**src/rtl/fifo_pkg.sv**
```systemverilog
// Shared FIFO pointer helpers: width-generic Gray/binary conversion.
// Callers zero-extend into MAX_PTR_W and truncate the result back to their own width.
package fifo_pkg;

  localparam int MAX_PTR_W = 17;

  function automatic logic [MAX_PTR_W-1:0] bin2gray(input logic [MAX_PTR_W-1:0] b);
    return b ^ (b >> 1);
  endfunction

  // Leading zeros above the real width leave the low bits of the result unaffected
  function automatic logic [MAX_PTR_W-1:0] gray2bin(input logic [MAX_PTR_W-1:0] g);
    logic [MAX_PTR_W-1:0] b;
    b[MAX_PTR_W-1] = g[MAX_PTR_W-1];
    for (int i = MAX_PTR_W-2; i >= 0; i--) begin
      b[i] = b[i+1] ^ g[i];
    end
    return b;
  endfunction

endpackage

```
**src/rtl/fifo_wptr_afull_if.sv**
```systemverilog
// Write-side bus of the FIFO pointer controller.
// The master drives the requests and the synchronised read pointer; the slave returns pointers and flags.
interface fifo_wptr_afull_if #(parameter int ADDR_W = 3);

  logic              winc;
  logic              wovf_clr;
  logic [ADDR_W:0]   wq2_rptr;
  logic [ADDR_W:0]   wptr;
  logic [ADDR_W-1:0] waddr;
  logic              wen;
  logic              wfull;
  logic              walmost_full;
  logic [ADDR_W:0]   wcount;
  logic              woverflow;

  modport master (
    output winc, wovf_clr, wq2_rptr,
    input  wptr, waddr, wen, wfull, walmost_full, wcount, woverflow
  );

  modport slave (
    input  winc, wovf_clr, wq2_rptr,
    output wptr, waddr, wen, wfull, walmost_full, wcount, woverflow
  );

endinterface

```
**src/rtl/fifo_bin_gray_cntr.sv**
```systemverilog
// Binary counter with a registered Gray copy, so the Gray output is glitch-free for CDC.
// Next-state values are exported for look-ahead flag logic.
module fifo_bin_gray_cntr
  import fifo_pkg::*;
#(
  parameter int W = 4
) (
  input  logic         clk,
  input  logic         rst_n,
  input  logic         en,
  output logic [W-1:0] bin_next,
  output logic [W-1:0] gray_next,
  output logic [W-1:0] bin,
  output logic [W-1:0] gray
);

  logic [W-1:0] bin_q, bin_d;
  logic [W-1:0] gray_q, gray_d;

  always_comb begin
    bin_d  = bin_q + W'(en);
    gray_d = W'(bin2gray(MAX_PTR_W'(bin_d)));
  end

  always_ff @(posedge clk) begin
    if (!rst_n) begin
      bin_q  <= '0;
      gray_q <= '0;
    end else begin
      bin_q  <= bin_d;
      gray_q <= gray_d;
    end
  end

  assign bin_next  = bin_d;
  assign gray_next = gray_d;
  assign bin       = bin_q;
  assign gray      = gray_q;

endmodule

```
**src/rtl/fifo_wptr_afull.sv**
```systemverilog
// Write-side pointer and flag controller of the dual-clock FIFO (wclk domain only).
// Produces write address/enable, Gray write pointer, full, almost-full, fill count and sticky overflow.
module fifo_wptr_afull
  import fifo_pkg::*;
#(
  parameter int ADDR_W       = 3,
  parameter int AFULL_THRESH = 6
) (
  input  logic             wclk,
  input  logic             wrst_n,
  fifo_wptr_afull_if.slave wif
);

  localparam int PTR_W = ADDR_W + 1;
  localparam int DEPTH = 2**ADDR_W;
  // Out-of-range thresholds saturate at the depth so the flag still means "nearly full"
  localparam logic [PTR_W-1:0] AFULL_LVL =
    (AFULL_THRESH > DEPTH) ? PTR_W'(DEPTH) : PTR_W'(AFULL_THRESH);

  logic [PTR_W-1:0]  wbin, wbin_next, wgray, wgray_next;
  logic [PTR_W-1:0]  rbin_s, fill_next, full_cmp;
  logic              wen;
  logic [ADDR_W-1:0] waddr_q, waddr_d;
  logic              wfull_q, wfull_d;
  logic              walmost_full_q, walmost_full_d;
  logic              woverflow_q, woverflow_d;

  fifo_bin_gray_cntr #(.W(PTR_W)) u_cntr (
    .clk       (wclk),
    .rst_n     (wrst_n),
    .en        (wen),
    .bin_next  (wbin_next),
    .gray_next (wgray_next),
    .bin       (wbin),
    .gray      (wgray)
  );

  // Full when the next write pointer equals the read pointer with its top two Gray bits inverted
  always_comb begin
    wen            = wif.winc & ~wfull_q;
    rbin_s         = PTR_W'(gray2bin(MAX_PTR_W'(wif.wq2_rptr)));
    full_cmp       = {~wif.wq2_rptr[PTR_W-1:PTR_W-2], wif.wq2_rptr[PTR_W-3:0]};
    fill_next      = wbin_next - rbin_s;
    wfull_d        = (wgray_next == full_cmp);
    walmost_full_d = (fill_next >= AFULL_LVL);
    woverflow_d    = (wif.winc & wfull_q) | (woverflow_q & ~wif.wovf_clr);
    waddr_d        = wbin_next[ADDR_W-1:0];
  end

  always_ff @(posedge wclk) begin
    if (!wrst_n) begin
      waddr_q        <= '0;
      wfull_q        <= 1'b0;
      walmost_full_q <= 1'b0;
      woverflow_q    <= 1'b0;
    end else begin
      waddr_q        <= waddr_d;
      wfull_q        <= wfull_d;
      walmost_full_q <= walmost_full_d;
      woverflow_q    <= woverflow_d;
    end
  end

  assign wif.wen          = wen;
  assign wif.wptr         = wgray;
  assign wif.waddr        = waddr_q;
  assign wif.wfull        = wfull_q;
  assign wif.walmost_full = walmost_full_q;
  assign wif.woverflow    = woverflow_q;
  assign wif.wcount       = wbin - rbin_s;

endmodule

```
**src/flat_wrapper.sv**
```systemverilog
// flat-port wrapper written by rule: the top's interface ports become plain ports
module fifo_wptr_afull_flat import fifo_pkg::*;
#(
  parameter int ADDR_W       = 3,
  parameter int AFULL_THRESH = 6
)
  (wclk, wrst_n, wif_winc, wif_wovf_clr, wif_wq2_rptr, wif_wptr, wif_waddr, wif_wen, wif_wfull, wif_walmost_full, wif_wcount, wif_woverflow);
  fifo_wptr_afull_if #(.ADDR_W(ADDR_W)) wif_i ();
  input  logic wclk;
  input  logic wrst_n;
  input wire logic [$bits(wif_i.winc)-1:0] wif_winc;
  input wire logic [$bits(wif_i.wovf_clr)-1:0] wif_wovf_clr;
  input wire logic [$bits(wif_i.wq2_rptr)-1:0] wif_wq2_rptr;
  output wire logic [$bits(wif_i.wptr)-1:0] wif_wptr;
  output wire logic [$bits(wif_i.waddr)-1:0] wif_waddr;
  output wire logic [$bits(wif_i.wen)-1:0] wif_wen;
  output wire logic [$bits(wif_i.wfull)-1:0] wif_wfull;
  output wire logic [$bits(wif_i.walmost_full)-1:0] wif_walmost_full;
  output wire logic [$bits(wif_i.wcount)-1:0] wif_wcount;
  output wire logic [$bits(wif_i.woverflow)-1:0] wif_woverflow;
  assign wif_i.winc = wif_winc;
  assign wif_i.wovf_clr = wif_wovf_clr;
  assign wif_i.wq2_rptr = wif_wq2_rptr;
  assign wif_wptr = wif_i.wptr;
  assign wif_waddr = wif_i.waddr;
  assign wif_wen = wif_i.wen;
  assign wif_wfull = wif_i.wfull;
  assign wif_walmost_full = wif_i.walmost_full;
  assign wif_wcount = wif_i.wcount;
  assign wif_woverflow = wif_i.woverflow;
  fifo_wptr_afull #(.ADDR_W(ADDR_W), .AFULL_THRESH(AFULL_THRESH)) u_core (.wclk(wclk), .wrst_n(wrst_n), .wif(wif_i));
endmodule
```
**config.mk**
```make
export PLATFORM = sky130hd
export DESIGN_NAME = fifo_wptr_afull_flat
export DESIGN_NICKNAME = d
export VERILOG_FILES = /design/src/rtl/fifo_pkg.sv /design/src/rtl/fifo_wptr_afull_if.sv /design/src/rtl/fifo_bin_gray_cntr.sv /design/src/rtl/fifo_wptr_afull.sv /design/src/flat_wrapper.sv
export SDC_FILE = /design/constraint.sdc
export NUM_CORES = 1
export LEC_CHECK = 0
export CAP_MARGIN = 40
export CORE_UTILIZATION = 25
export DETAILED_ROUTE_END_ITERATION = 8
export PLACE_DENSITY = 0.57
export SYNTH_ARGS = -nofsm -noshare
export SYNTH_HDL_FRONTEND = slang
export SYNTH_SLANG_ARGS = --single-unit
```
**constraint.sdc**
```tcl
create_clock -name wclk -period 3.5 [get_ports wclk]
set_clock_uncertainty 0.15 [all_clocks]
set_input_delay 0.7 -clock wclk [delete_from_list [all_inputs] [get_ports wclk]]
set_output_delay 0.7 -clock wclk [all_outputs]
set_load 0.01 [all_outputs]
```
==> results.py, run 1 <==
metrics = {
    "run_status": {
        "status": "complete, no violations",
    },
    "synthesis": {
        "yosys.area.top_type": "dfxtp_1",
        "synthArstFlopShare_pct": 0,
        "syn_inst": 65,
        "syn_avg_cell_area_um2": 10.4,
        "synth_top_flop_cell": "dfxtp_1",
        "synth.net_count": 83,
        "syn-cell-area_um2": 673,
        "ys_types": 21,
        "synth-edff-count": 0,
        "synth_common_cells": "10 x dfxtp_1, 8 x ha_1, 7 x xnor2_1, 7 x xor2_1",
        "synth_top_area_share_pct": 29.7,
        "yosysWarnings": 0,
        "synth_seq_area_share_pct": 29.7,
        "synthTopCellsByArea": "dfxtp_1 30%, ha_1 15%, xnor2_1 9.1%",
        "ys_ff_latch": 10,
        "synth.most_common_cell": "dfxtp_1",
    },
    "power_and_ir_drop": {
        "leakagePower_nw": 0.496,
        "clockPowerShare_pct": 17.8,
        "power_switching_uw": 132,
        "ir_worst_vdd_v": 0.000211,
        "combPwrFrac_pct": 50.8,
        "total_power_uw": 421,
        "p_int_uw": 289,
        "power_switching_share_pct": 31.3,
        "powerDensity_nw_per_um2": 394,
        "power_frac_seq_pct": 31.4,
    },
    "sta": {
        "post-route-period-util_pct": 95.1,
        "slew_headroom_pct": 78.4,
        "fin_crit_ns": 3.33,
        "tightest_slew_ns": 0.324,
        "rsz0062_at_grt": "no",
        "setup_viol_count_final": 0,
        "hold_viol": 0,
        "drv_slew": 0,
        "max_clock_freq_mhz": 301,
    },
    "finish": {
        "fin_util_pct": 42.7,
        "nNetsFinal": 124,
        "nFillCells": 249,
        "area_growth_pct": 58.5,
        "drive_gt1_share_pct": 27.9,
        "diodes": 0,
    },
    "grt": {
        "grt_pass1_vias": 556,
        "grt_first_pass_wirelength_um": 2320,
        "antenna_found_initial": 0,
        "grt_max_degree": 11,
        "track_usage_pct": 11.0,
        "grt.overflow.total": 0,
    },
    "clock_tree": {
        "h-tree-depth": 1,
        "cts_buffers": 3,
        "insertion_delay_ns": 0.26,
        "cts_sinks": 10,
        "root_buffer": "clkbuf_4",
        "cts_tree": "built",
        "clk_pin_slew_ns": 0.06,
        "cts_buffer_depth": 2,
        "postCtsHoldBufs": 0,
    },
    "place": {
        "gp_congestion": 0.759,
        "port_buffers": 22,
        "dpl.hpwl_um": 1100,
    },
    "setup_path": {
        "worst_setup_path_start_kind": "input pin",
        "crit_path_max_fanout": 4,
        "required_ns": 2.65,
        "crit_type": "input pin to output pin",
        "cp-end-kind": "output pin",
        "cp.arrival_ns": 2.48,
    },
    "die": {
        "ios": 23,
        "core_um2": 2500,
        "rows": 18,
        "fp.dieW_um": 53.9,
        "start_util_pct": 26.9,
        "die_area_um2": 2900,
        "die_h_um": 53.9,
    },
    "route": {
        "vias": 552,
        "postRouteAntennaNets": 0,
        "wire_per_inst_um": 10.5,
        "drtIter0Drc": 5,
        "viasPerCell": 4.12,
        "wl_um": 1410,
        "drt_pass1_iterations": 4,
        "drc": 0,
    },
    "min_path": {
        "hold_path_class": "register to register",
    },
    "run": {
        "maxCapViolCount": 0,
    },
}
-- sequential cells by signal, indices dropped and copies added, names as in the netlist --
signal,count
u_core.u_cntr.bin,4
u_core.u_cntr.gray,3
u_core.wif.walmost_full,1
u_core.wif.wfull,1
u_core.wif.woverflow,1
-- power groups by stage --
stage	Clock [mW]	Sequential [mW]	Combinational (mW)
after detailed placement	0	0.134	0.204
after CTS	0.0780	0.132	0.213
after global routing	0.0824	0.134	0.236
after floorplan	0	0.139	0.104
final	0.0750	0.132	0.214
after global placement	0	0.134	0.201
-- repair_timing --
| action | in CTS | in global routing |
|---|---|---|
| setup buffers | 4 | 1 |
| endpoints found under the setup margin | 4 | 2 |
| resized for setup | 16 | 5 |
| pin swaps | 4 | 4 |
| cloned | 0 | 0 |
-- stage by stage --
| step | TNS, ns | hold slack [ns] | setup slack, ns | cell area, um^2 | std cells |
|---|---|---|---|---|---|
| final | 0 | 0.341 | 0.172 | 1070 | 134 |
| after global routing | 0 | 0.364 | 0.101 | 1070 | 134 |
| after CTS | 0 | 0.341 | 0.0109 | 1060 | 133 |
| after detailed placement | -1.52 | 0.330 | -0.513 | 998 | 126 |
| after global placement | -1.27 | 0.320 | -0.444 | 998 | 126 |
| after floorplan | 0 | 0.347 | 0.245 | 673 | 65 |
-- worst max-delay path: stages --
cell,delay (ns)
dlygate4sd2_1,0.26
xor2_1,0.17
buf_4,0.14
buf_4,0.12
buf_4,0.12
buf_4,0.15
ha_1,0.27
a21o_1,0.17
a21oi_2,0.12
xnor2_1,0.12
buf_2,0.15
-- cells by family after synthesis --
kind of cell / Yosys count / synth area share, %
XOR/XNOR: 17 / 26.6
AO/OA/AOI/OAI: 7 / 6.32
adder cells (fa/ha/maj): 10 / 20.8
buffers and inverters: 5 / 2.79
flip-flops: 10 / 29.7
AND/OR/NAND/NOR: 16 / 13.8
-- final timing paths --
kind / start / to / slack (ns) / cells after the start
setup / recovery: wif_wq2_rptr[1] / wif_wcount[3] / 0.17 / 11
setup reg to reg: u_core.wif.wfull$_SDFF_PN0_ / u_core.wif.walmost_full$_SDFF_PN0_ / 1.26 / 8
hold / removal: u_core.wif.woverflow$_SDFF_PN0_ / u_core.wif.woverflow$_SDFF_PN0_ / 0.34 / 2
hold reg to reg: u_core.wif.woverflow$_SDFF_PN0_ / u_core.wif.woverflow$_SDFF_PN0_ / 0.34 / 2
-- cells in the final DEF (no fill, tap or decap), types with 2 or more instances in the layout --
master	n
a21oi_1	2
and2_1	5
ha_1	7
clkbuf_2	2
clkbuf_4	3
clkdlybuf4s50_1	16
xor2_1	7
xor2_2	2
nand2_1	2
xnor2_2	2
xnor2_1	5
nand3_1	3
nor2b_1	2
inv_1	5
dfxtp_1	10
buf_4	14
-- cell type report --
| cell class | count | area (um^2) | share of cell area, % |
|---|---|---|---|
| multi-input cells | 50 | 478 | 44.8 |
| flip-flops and latches | 10 | 200 | 18.8 |
| clock buffers | 3 | 22.5 | 2.11 |
| inverters | 5 | 18.8 | 1.76 |
| repair buffers | 36 | 310 | 29.1 |
| well taps | 30 | 37.5 | 3.52 |
-- routing by layer --
| metal | vias to the layer above | GRT usage [%] | wire (um) |
|---|---|---|---|
| met2 | 10 | 17.3 | 704 |
| met4 | 0 | 2.63 | 0 |
| li1 | 287 | - | - |
| met3 | 0 | 3.39 | 43 |
| met5 | - | 0 | 0 |
| met1 | 255 | 14.6 | 658 |
Note: power is estimated with default switching activity, not from simulation.
==> run 2: changes to the inputs <==
Settings changed: ABC_AREA set to 1, PLACE_DENSITY 0.57 to 0.56, RECOVER_POWER set to 25.
==> run 2 against run 1 <==
- sequential cell count unchanged
- synthesized cell count up 74%
- first-iteration DRC count grew to 2.6 times the previous value
- combinational power is 19% lower
- worst hold slack got worse by 0.020 ns
- core utilization decreased by 4.1 points
- sequential power about the same
- register-to-register slack better by 0.04 ns
- sequential share of layout area shrank 0.41 points
- global-route usage up 1.3 points
- count of clock-buffer cells in the layout is 1 higher
==> results.py, run 2 <==
metrics = {
    "run_status": {
        "status": "complete, no violations",
    },
    "grt": {
        "grt.overflow.total": 0,
        "antenna_found_initial": 0,
        "grt_pass1_vias": 726,
        "grt_max_degree": 8,
        "grt_first_pass_wirelength_um": 3060,
        "track_usage_pct": 12.3,
    },
    "clock_tree": {
        "postCtsHoldBufs": 0,
        "cts_buffer_depth": 2,
        "clk_pin_slew_ns": 0.07,
        "cts_tree": "built",
        "insertion_delay_ns": 0.27,
        "cts_buffers": 3,
        "cts_sinks": 10,
        "root_buffer": "clkbuf_4",
        "h-tree-depth": 1,
    },
    "synthesis": {
        "yosys.area.top_type": "dfxtp_1",
        "synthArstFlopShare_pct": 0,
        "syn_avg_cell_area_um2": 6.81,
        "synth-edff-count": 0,
        "synth_seq_area_share_pct": 26.0,
        "ys_types": 15,
        "syn-cell-area_um2": 769,
        "syn_inst": 113,
        "synth_top_flop_cell": "dfxtp_1",
        "yosysWarnings": 0,
        "synthTopCellsByArea": "dfxtp_1 26%, nand2_1 16%, ha_1 13%",
        "synth.most_common_cell": "nand2_1",
        "synth.net_count": 131,
        "ys_ff_latch": 10,
        "synth_top_area_share_pct": 26.0,
        "synth_common_cells": "33 x nand2_1, 21 x inv_1, 14 x nand3_1",
    },
    "sta": {
        "drv_slew": 0,
        "slew_headroom_pct": 79.8,
        "tightest_slew_ns": 0.303,
        "post-route-period-util_pct": 93.5,
        "setup_viol_count_final": 0,
        "hold_viol": 0,
        "holdWs_ns": 0.321,
        "setup_slack_ns": 0.227,
        "max_clock_freq_mhz": 306,
        "fin_crit_ns": 3.27,
        "rsz0062_at_grt": "no",
    },
    "setup_path": {
        "cp-end-kind": "output pin",
        "critPathLaunch": "wif_wq2_rptr[3]",
        "worstSetupEndpoint": "wif_wcount[0]",
        "slowest_delay_ns": 0.52,
        "cp_slowest_cell": "clkdlybuf4s50_1",
        "rr_worst_depth": 13,
        "crit_type": "input pin to output pin",
        "required_ns": 2.65,
        "rr_startpoint": "u_core.wif.wfull$_SDFF_PN0_",
        "crit_path_max_fanout": 3,
        "cp.arrival_ns": 2.42,
        "r2r-end": "u_core.wif.walmost_full$_SDFF_PN0_",
        "reg2reg_setup_slack_ns": 1.30,
        "cp_cell_sequence": "dlygate4sd2_1 > xnor2_2 > xor2_2 > inv_1 > nand2_1 > nand2_1 > ha_1 > inv_1 > clkdlybuf4s50_1",
        "worst_setup_path_start_kind": "input pin",
    },
    "place": {
        "gp_congestion": 0.778,
        "dp_worst_setup_slack_ns": -0.399,
        "place_area_um2": 1070,
        "dpl.hpwl_um": 1490,
        "placedCellCount": 171,
        "port_buffers": 22,
    },
    "route": {
        "drt_pass1_iterations": 4,
        "drtIter0Drc": 13,
        "viasPerCell": 4.39,
        "wl_um": 1770,
        "wire_per_inst_um": 10.1,
        "vias": 768,
        "drc": 0,
        "postRouteAntennaNets": 0,
    },
    "finish": {
        "nNetsFinal": 163,
        "drive_gt1_share_pct": 13.2,
        "largest_reg_flops": 4,
        "fin_cells": 175,
        "layout_commonest_cell": "nand2_1",
        "post-route-cell-area_um2": 1090,
        "area_growth_pct": 41.8,
        "diodes": 0,
        "final_cell_mix": "33 x nand2_1, 21 x inv_1, 14 x nand3_1, 10 x clkdlybuf4s50_1, 10 x dfxtp_1",
    },
    "power_and_ir_drop": {
        "ir_worst_vdd_v": 0.000155,
        "total_power_uw": 412,
        "powerDensity_nw_per_um2": 378,
        "leakagePower_nw": 0.596,
    },
    "min_path": {
        "hold_path_class": "register to register",
        "hold_depth": 2,
    },
    "die": {
        "ios": 23,
        "rows": 19,
        "core_um2": 2830,
        "start_util_pct": 27.2,
        "fp.dieW_um": 57.5,
        "die_area_um2": 3300,
        "die_h_um": 57.5,
    },
    "run": {
        "maxCapViolCount": 0,
    },
}
[run 2: critical path: cells and delay by family]
family / cells / cell delay [ns]
XOR/XNOR: 2 / 0.43
adder cells (fa/ha/maj): 1 / 0.28
buffers and inverters: 4 / 0.92
AND/OR/NAND/NOR: 2 / 0.11
[run 2: power by group]
group / switching (mW) / total (mW) / internal, mW
sequential: 0.00560 / 0.129 / 0.123
clock: 0.0461 / 0.109 / 0.0632
combinational: 0.0900 / 0.174 / 0.0840
total: 0.142 / 0.412 / 0.271
[run 2: worst min path at each step]
stage                                    startpoint  slack [ns]                         endpoint
floorplan           u_core.wif.woverflow$_SDFF_PN0_        0.33  u_core.wif.woverflow$_SDFF_PN0_
global placement    u_core.wif.woverflow$_SDFF_PN0_        0.30  u_core.wif.woverflow$_SDFF_PN0_
detailed placement  u_core.wif.woverflow$_SDFF_PN0_        0.32  u_core.wif.woverflow$_SDFF_PN0_
CTS                 u_core.wif.woverflow$_SDFF_PN0_        0.33  u_core.wif.woverflow$_SDFF_PN0_
global route        u_core.wif.woverflow$_SDFF_PN0_        0.37  u_core.wif.woverflow$_SDFF_PN0_
finish              u_core.wif.woverflow$_SDFF_PN0_        0.32  u_core.wif.woverflow$_SDFF_PN0_
[run 2: timing repair]
action,4_1_cts,5_1_grt
pin swaps,2,2
buffers inserted,0,0
resized for setup,5,5
endpoints found under the setup margin,4,2
[run 2: logic make-up (layout without fill, tap and decap cells)]
kind of cell             after synthesis  count (layout)  share of synthesized area, %
flip-flops                            10              10                          26.0
adder cells (fa/ha/maj)               10              10                          18.2
AO/OA/AOI/OAI                          6               6                          3.90
buffers and inverters                 22              53                          10.7
XOR/XNOR                               5               5                          7.64
AND/OR/NAND/NOR                       60              60                          33.5
[run 2: metal layers]
layer	share of wire, %	wire length, um	track usage, %	vias to the layer above
met3	4.4	78	4.31	2
met1	47	829	15.3	338
met4	0.91	16	4.18	0
met5	0	0	0	-
li1	-	-	-	412
met2	48	841	19.8	16
[run 2: final cells by class]
| type | instances | area (um^2) |
|---|---|---|
| clock buffer | 4 | 36.3 |
| fill | 302 | 1740 |
| inverter | 22 | 82.6 |
| multi-input combinational | 81 | 487 |
| sequential | 10 | 200 |
| tap | 31 | 38.8 |
| timing repair buffer | 27 | 246 |
[run 2: through the flow]
| step | TNS (ns) | util [%] |
|---|---|---|
| floorplan | 0 | - |
| global placement | -0.991 | 37.7 |
| detailed placement | -1.01 | 37.7 |
| CTS | 0 | 38.7 |
| global route | 0 | 38.6 |
| finish | 0 | 38.6 |
